**config.mk**
```make
export PLATFORM = sky130hd
export DESIGN_NAME = board_game_fsm
export DESIGN_NICKNAME = d
export VERILOG_FILES = /design/src/rtl/board_game_pkg.sv /design/src/rtl/board_game_fsm_win_scanner.sv /design/src/rtl/board_game_fsm.sv
export SDC_FILE = /design/constraint.sdc
export NUM_CORES = 1
export LEC_CHECK = 0
export CORE_AREA = 2 2 166 168
export DETAILED_ROUTE_END_ITERATION = 8
export DIE_AREA = 0 0 168 170
export PLACE_DENSITY_LB_ADDON = 0.15
export SYNTH_ARGS = -nofsm -noshare
export SYNTH_HDL_FRONTEND = slang
export SYNTH_HIERARCHICAL = 1
export SYNTH_SLANG_ARGS = --single-unit
```
**constraint.sdc**
```tcl
create_clock -name clk -period 17.1 [get_ports clk]
set_clock_uncertainty 0.05 [all_clocks]
set_input_delay 3.42 -clock clk [delete_from_list [all_inputs] [get_ports clk]]
set_output_delay 3.42 -clock clk [all_outputs]
set_load 0.01 [all_outputs]
```
**src/rtl/board_game_pkg.sv**
```systemverilog
// Shared types for the gomoku board controller: cell colours, top FSM states,
// scan directions and the per-direction (drow, dcol) step table.
package board_game_pkg;

  typedef enum logic [1:0] {
    EMPTY = 2'b00,
    BLACK = 2'b01,
    WHITE = 2'b10,
    DRAW  = 2'b11
  } cell_t;

  typedef enum logic [1:0] {
    PLAY  = 2'b00,
    CHECK = 2'b01,
    OVER  = 2'b10
  } state_t;

  // Scan order: horizontal, vertical, diagonal (+1,+1), anti-diagonal (+1,-1).
  typedef enum logic [1:0] {
    DIR_H = 2'd0,
    DIR_V = 2'd1,
    DIR_D = 2'd2,
    DIR_A = 2'd3
  } dir_t;

  typedef struct packed {
    logic signed [1:0] drow;
    logic signed [1:0] dcol;
  } offset_t;

  // Unit step of the positive half of each direction; the negative half negates it.
  function automatic offset_t dir_offset(input dir_t d);
    offset_t o;
    o.drow = 2'sd0;
    o.dcol = 2'sd1;
    unique case (d)
      DIR_H: begin o.drow = 2'sd0; o.dcol = 2'sd1;  end
      DIR_V: begin o.drow = 2'sd1; o.dcol = 2'sd0;  end
      DIR_D: begin o.drow = 2'sd1; o.dcol = 2'sd1;  end
      DIR_A: begin o.drow = 2'sd1; o.dcol = -2'sd1; end
    endcase
    return o;
  endfunction

endpackage

```
**src/rtl/board_game_fsm_win_scanner.sv**
```systemverilog
// Sequential line checker: walks outward from the placed cell one neighbour per
// cycle, four directions with a positive and a negative half each, and reports
// done/win. The cell under rd_addr_o must be returned combinationally on rd_data_i.
module win_scanner
  import board_game_pkg::*;
#(
  parameter int BOARD_W = 6,
  parameter int BOARD_H = 6,
  parameter int WIN_LEN = 5,
  parameter int RW      = $clog2(BOARD_H),
  parameter int CW      = $clog2(BOARD_W),
  parameter int AW      = $clog2(BOARD_W * BOARD_H)
) (
  input  logic          clk,
  input  logic          rst,
  input  logic          start_i,
  input  logic [RW-1:0] origin_row_i,
  input  logic [CW-1:0] origin_col_i,
  input  cell_t         colour_i,
  input  cell_t         rd_data_i,
  output logic [AW-1:0] rd_addr_o,
  output logic          done_o,
  output logic          win_o
);

  localparam int DW = $clog2(WIN_LEN + 1);

  logic          active_q, active_d;
  dir_t          dir_q, dir_d;
  logic          neg_q, neg_d;
  logic [DW-1:0] dist_q, dist_d;
  logic [DW-1:0] cnt_q, cnt_d;

  offset_t off;
  int      nbr_row, nbr_col;
  logic    in_bounds, match;

  // Scan counters; cleared asynchronously so a reset mid-scan aborts it.
  // NOTE: sequential state uses non-blocking assignments only, so every flop
  // samples the values from before the edge regardless of process order.
  always_ff @(posedge clk or posedge rst) begin
    if (rst) begin
      active_q <= 1'b0;
      dir_q    <= DIR_H;
      neg_q    <= 1'b0;
      dist_q   <= DW'(1);
      cnt_q    <= DW'(1);
    end else begin
      active_q <= active_d;
      dir_q    <= dir_d;
      neg_q    <= neg_d;
      dist_q   <= dist_d;
      cnt_q    <= cnt_d;
    end
  end

  // Neighbour coordinate, bounds test and board read address.
  always_comb begin
    off       = dir_offset(dir_q);
    nbr_row   = int'(origin_row_i) + (neg_q ? -1 : 1) * int'(off.drow) * int'(dist_q);
    nbr_col   = int'(origin_col_i) + (neg_q ? -1 : 1) * int'(off.dcol) * int'(dist_q);
    in_bounds = (nbr_row >= 0) && (nbr_row < BOARD_H) && (nbr_col >= 0) && (nbr_col < BOARD_W);
    rd_addr_o = in_bounds ? AW'(nbr_row * BOARD_W + nbr_col) : '0;
    match     = active_q && in_bounds && (rd_data_i == colour_i);
  end

  // Advance offset / half / direction and flag the end of the scan.
  // NOTE: every variable driven here gets a default first, so no path can
  // leave one unassigned and infer a latch.
  always_comb begin
    active_d = active_q;
    dir_d    = dir_q;
    neg_d    = neg_q;
    dist_d   = dist_q;
    cnt_d    = cnt_q;
    done_o   = 1'b0;
    win_o    = 1'b0;
    if (start_i) begin
      active_d = 1'b1;
      dir_d    = DIR_H;
      neg_d    = 1'b0;
      dist_d   = DW'(1);
      cnt_d    = DW'(1);
    end else if (active_q) begin
      if (match) begin
        if (int'(cnt_q) + 1 >= WIN_LEN) begin
          done_o   = 1'b1;
          win_o    = 1'b1;
          active_d = 1'b0;
        end else begin
          cnt_d  = cnt_q + 1'b1;
          dist_d = dist_q + 1'b1;
        end
      end else if (!neg_q) begin
        neg_d  = 1'b1;
        dist_d = DW'(1);
      end else if (dir_q == DIR_A) begin
        done_o   = 1'b1;
        active_d = 1'b0;
      end else begin
        dir_d  = dir_t'(dir_q + 2'd1);
        neg_d  = 1'b0;
        dist_d = DW'(1);
        cnt_d  = DW'(1);
      end
    end
  end

endmodule

```
**src/rtl/board_game_fsm.sv**
```systemverilog
// Turn-based gomoku board controller: cursor, stone placement, alternating
// player, sequential win/draw check and game-over with restart.
// Optional feature: define BOARD_GAME_CURSOR_WRAP_EN to make the cursor wrap
// at the board edges instead of clamping.
module board_game_fsm
  import board_game_pkg::*;
#(
  parameter int BOARD_W = 6,
  parameter int BOARD_H = 6,
  parameter int WIN_LEN = 5
) (
  input  logic                           clk,
  input  logic                           rst,
  input  logic                           up,
  input  logic                           down,
  input  logic                           left,
  input  logic                           right,
  input  logic                           center,
  output logic [2*BOARD_W*BOARD_H-1:0]   board,
  output logic [1:0]                     player,
  output logic [$clog2(BOARD_H)-1:0]     cursor_row,
  output logic [$clog2(BOARD_W)-1:0]     cursor_col,
  output logic                           busy,
  output logic                           game_over,
  output logic [1:0]                     winner
);

  localparam int N  = BOARD_W * BOARD_H;
  localparam int RW = $clog2(BOARD_H);
  localparam int CW = $clog2(BOARD_W);
  localparam int AW = $clog2(N);
  localparam int SW = $clog2(N + 1);

  state_t        state_q, state_d;
  cell_t         board_q [N];
  cell_t         board_d [N];
  logic [RW-1:0] row_q, row_d;
  logic [CW-1:0] col_q, col_d;
  cell_t         player_q, player_d;
  cell_t         winner_q, winner_d;
  logic [SW-1:0] stones_q, stones_d;

  logic [AW-1:0] cur_idx;
  logic [AW-1:0] scan_addr;
  logic          scan_start, scan_done, scan_win;

  assign cur_idx = AW'(int'(row_q) * BOARD_W + int'(col_q));

  // The cursor cannot move while checking, so it still marks the placed cell.
  win_scanner #(
    .BOARD_W (BOARD_W),
    .BOARD_H (BOARD_H),
    .WIN_LEN (WIN_LEN),
    .RW      (RW),
    .CW      (CW),
    .AW      (AW)
  ) u_scanner (
    .clk          (clk),
    .rst          (rst),
    .start_i      (scan_start),
    .origin_row_i (row_q),
    .origin_col_i (col_q),
    .colour_i     (player_q),
    .rd_data_i    (board_q[scan_addr]),
    .rd_addr_o    (scan_addr),
    .done_o       (scan_done),
    .win_o        (scan_win)
  );

  // State register together with board, cursor, player, stone count and winner.
  // NOTE: the board array is reset on purpose: the renderer displays it
  // straight after reset and it has to read as all-empty.
  always_ff @(posedge clk or posedge rst) begin
    if (rst) begin
      state_q  <= PLAY;
      board_q  <= '{default: EMPTY};
      row_q    <= '0;
      col_q    <= '0;
      player_q <= BLACK;
      winner_q <= EMPTY;
      stones_q <= '0;
    end else begin
      state_q  <= state_d;
      board_q  <= board_d;
      row_q    <= row_d;
      col_q    <= col_d;
      player_q <= player_d;
      winner_q <= winner_d;
      stones_q <= stones_d;
    end
  end

  // Next state: placement, cursor moves, check outcome and restart.
  always_comb begin
    state_d    = state_q;
    board_d    = board_q;
    row_d      = row_q;
    col_d      = col_q;
    player_d   = player_q;
    winner_d   = winner_q;
    stones_d   = stones_q;
    scan_start = 1'b0;
    unique case (state_q)
      PLAY: begin
        if (center && board_q[cur_idx] == EMPTY) begin
          board_d[cur_idx] = player_q;
          stones_d         = stones_q + 1'b1;
          scan_start       = 1'b1;
          state_d          = CHECK;
        end else if (left) begin
          if (col_q != '0) col_d = col_q - 1'b1;
`ifdef BOARD_GAME_CURSOR_WRAP_EN
          else             col_d = CW'(BOARD_W - 1);
`endif
        end else if (right) begin
          if (col_q != CW'(BOARD_W - 1)) col_d = col_q + 1'b1;
`ifdef BOARD_GAME_CURSOR_WRAP_EN
          else                           col_d = '0;
`endif
        end else if (up) begin
          if (row_q != '0) row_d = row_q - 1'b1;
`ifdef BOARD_GAME_CURSOR_WRAP_EN
          else             row_d = RW'(BOARD_H - 1);
`endif
        end else if (down) begin
          if (row_q != RW'(BOARD_H - 1)) row_d = row_q + 1'b1;
`ifdef BOARD_GAME_CURSOR_WRAP_EN
          else                           row_d = '0;
`endif
        end
      end
      CHECK: begin
        if (scan_done) begin
          if (scan_win) begin
            winner_d = player_q;
            state_d  = OVER;
          end else if (int'(stones_q) == N) begin
            winner_d = DRAW;
            state_d  = OVER;
          end else begin
            player_d = (player_q == BLACK) ? WHITE : BLACK;
            state_d  = PLAY;
          end
        end
      end
      OVER: begin
        if (center) begin
          board_d  = '{default: EMPTY};
          row_d    = '0;
          col_d    = '0;
          player_d = BLACK;
          winner_d = EMPTY;
          stones_d = '0;
          state_d  = PLAY;
        end
      end
      default: state_d = PLAY;
    endcase
  end

  // Outputs to the renderer: packed board and status flags.
  always_comb begin
    board = '0;
    for (int i = 0; i < N; i++) board[2*i +: 2] = board_q[i];
    player     = player_q;
    cursor_row = row_q;
    cursor_col = col_q;
    busy       = (state_q == CHECK);
    game_over  = (state_q == OVER);
    winner     = winner_q;
  end

endmodule

```
==> results by group <==
Timing
  • Min Tclk post-route: 10.48 ns
  • Setup Viol. Count Final: 0
  • RSZ-0062 raised after global routing: no
  • Pins over their slew limit: 0
  • Final TNS setup: 0 ns
  • Worst rel slew slack: 30.2%
  • Worst-Margin Slew: 1.05 ns
  • Hold Vio Cnt, Final: 0
  • Final Cycle Share: 61.3%
  • Maximum clock frequency: 95.4 MHz

Cells and area
  • Final net count: 1144
  • Commonest non-fill, non-tap cells in the layout: 97 x dfrtp_1, 95 x ha_1, 90 x clkdlybuf4s50_1, 72 x o2bb2ai_1, 62 x inv_1
  • N_diodes: 0
  • Fill count: 2621
  • Commonest non-fill, non-tap cell in the layout: dfrtp_1
  • Post-Route Utilization: 40.1%
  • Area delta synth->final: 15.5%
  • Layout cell share with drive strength beyond 1: 9.60%

Clock tree
  • CTS tree: done
  • Worst skew pair latency: 0.36 ns
  • TritonCTS sink count: 100
  • Clock tree buffer depth: 2
  • Resized cells post-CTS: 0
  • Post-CTS setup buffer count: 0
  • H-tree levels: 3
  • CTS Root Cell: clkbuf_16
  • TritonCTS buffer count: 9
  • Worst-path clk slew: 0.07 ns
  • Hold_buf cts: 0

Global route
  • Total GRT Usage: 20.4%
  • First-pass GRT wire length: 46000 um
  • Pin count of the biggest net entering global routing: 80
  • Grt total ovfl: 0
  • Vias in the first global route: 7878
  • Initial antenna violation count: 0

Yosys
  • Synth area leader: dfrtp_1
  • FFs w/ async S/R, synth: 100%
  • Post-Syn Nets: 1077
  • Seq cells post-synth: 100
  • Count of cell types in the netlist: 101
  • Yosys top cell area share: 26.2%
  • Syn Area/Cell: 9.66 um2
  • Top FF cell, synth: dfrtp_1
  • Register area share after synthesis: 27.0%
  • Synth Instances: 959
  • Mapped cell area: 9270 um2
  • Main area contributors after synthesis: dfrtp_1 26%, ha_1 13%, o2bb2ai_1 6.8%, mux4_2 5.3%, fa_1 3.5%
  • Yosys synthesis warning count: 6
  • EDFF count, synth: 0

Worst setup path
  • Worst EP required: 17.29 ns
  • Kind of critical path: flop to flop
  • Crit path max-delay cell type: and2_1
  • Critical Path AT: 10.67 ns
  • Most common cell type on the critical path: ha_1
  • Startpoint types: flop
  • Worst setup EP type: flop
  • Crit-path max FO: 18
  • Peak per-stage delay on the critical path: 0.84 ns

Run
  • Max cap viols: 0

Die
  • Core area: 26700 um2
  • Die Wd: 168 um
  • Die Ht: 170 um
  • Boundary Pins: 91
  • Initial Util: 34.8%
  • Die ar.: 28600 um2
  • Row count: 60

Drt
  • Pre-antenna DRT Iters: 5
  • # DRC: 0
  • Initial DRC count: 649
  • Final WL: 28800 um
  • DRT antenna net count: 0
  • Wire per inst: 21.0 um
  • Mean number of vias per cell: 5.81
  • Vias: 7971

Placement
  • Routability cong.: 0.888
  • Port bufs: 90
  • DP HPWL: 21800 um

Worst hold path
  • HP Class: flop to flop

Outcome
  • Status: completed
[layout make-up]
| class | instances | area (um2) | area share [%] |
|---|---|---|---|
| sequential | 100 | 2510 | 23.4 |
| multi-input combinational | 748 | 6240 | 58.3 |
| timing repair buffer | 100 | 976 | 9.12 |
| inverter | 67 | 253 | 2.36 |
| clock inverter | 6 | 68.8 | 0.643 |
| tap | 341 | 427 | 3.99 |
| clock buffer | 10 | 229 | 2.14 |
[cell families after synthesis]
logic type | share of synthesized area [%]
buf+inv | 5.70
compound gates | 23.4
simple gates | 16.7
mux | 8.26
fa+ha+maj | 16.3
flops | 27.0
xor+xnor | 2.61
[critical path, delay by kind of cell (launching register included)]
family                   cells  cell delay [ns]
flip-flops                   1             0.40
AO/OA/AOI/OAI                7             1.34
AND/OR/NAND/NOR             16             4.45
XOR/XNOR                     1             0.14
adder cells (fa/ha/maj)      7             2.29
buffers and inverters        2             0.13
multiplexers                 4             1.56
[cell usage after synthesis, drive strengths merged (16+ instances only)]
| master | number |
|---|---|
| a21oi | 47 |
| nand4 | 16 |
| xnor2 | 18 |
| buf | 31 |
| inv | 66 |
| nor2 | 59 |
| nand3 | 21 |
| nor2b | 22 |
| o21ai | 44 |
| nand2 | 50 |
| nor3 | 29 |
| fa | 16 |
| and2 | 16 |
| a21o | 19 |
| ha | 95 |
| mux4 | 22 |
| o2bb2ai | 72 |
| dfrtp | 97 |
| a211oi | 16 |
[per-layer routing]
layer / GRT usage, % / wire length, um / vias to the layer above
li1: - / - / 3772
met3: 2.56 / 1200 / 33
met4: 5.63 / 509 / 0
met1: 28.3 / 13400 / 3933
met2: 33.7 / 13700 / 233
met5: 0 / 0 / -
[registers in the layout, indices dropped and copies added, names as in the netlist, 3 cells and up]
register and count:
u_scanner/dist_q 3, board 72, stones_q 6, cursor_col 3
cursor_row 3, u_scanner/cnt_q 3
[through the flow]
stage / cells / cell area (um2) / hold slack (ns) / setup WS [ns]
2_1_floorplan: 959 / 9270 / 0.439 / 7.42
5_1_grt: 1372 / 10700 / 0.516 / 5.57
3_3_place_gp: 1356 / 10400 / 0.481 / 6.80
4_1_cts: 1372 / 10700 / 0.498 / 6.68
6_report: 1372 / 10700 / 0.496 / 6.62
3_5_place_dp: 1356 / 10400 / 0.477 / 6.70
[worst paths after layout]
check / endpoint / cells after the start / startpoint / slack [ns]
worst max-delay path: winner[0]$_DFFE_PP0P_ / 37 / u_scanner/dir_q[0]$_DFFE_PP0P_ / 6.62
worst min-delay path: board[71]$_DFFE_PP0P_ / 1 / board[71]$_DFFE_PP0P_ / 0.50
worst max register to register: winner[0]$_DFFE_PP0P_ / 37 / u_scanner/dir_q[0]$_DFFE_PP0P_ / 6.62
worst min register to register: board[71]$_DFFE_PP0P_ / 1 / board[71]$_DFFE_PP0P_ / 0.50
max in group asynchronous: board[52]$_DFFE_PP0P_ / 3 / rst / 12.44
min in group asynchronous: cursor_row[1]$_DFFE_PP0P_ / 2 / rst / 3.27
Power is left out: the tool's default activity adds up to more than one toggle a clock period on the data nets, which glitch-free logic cannot reach.
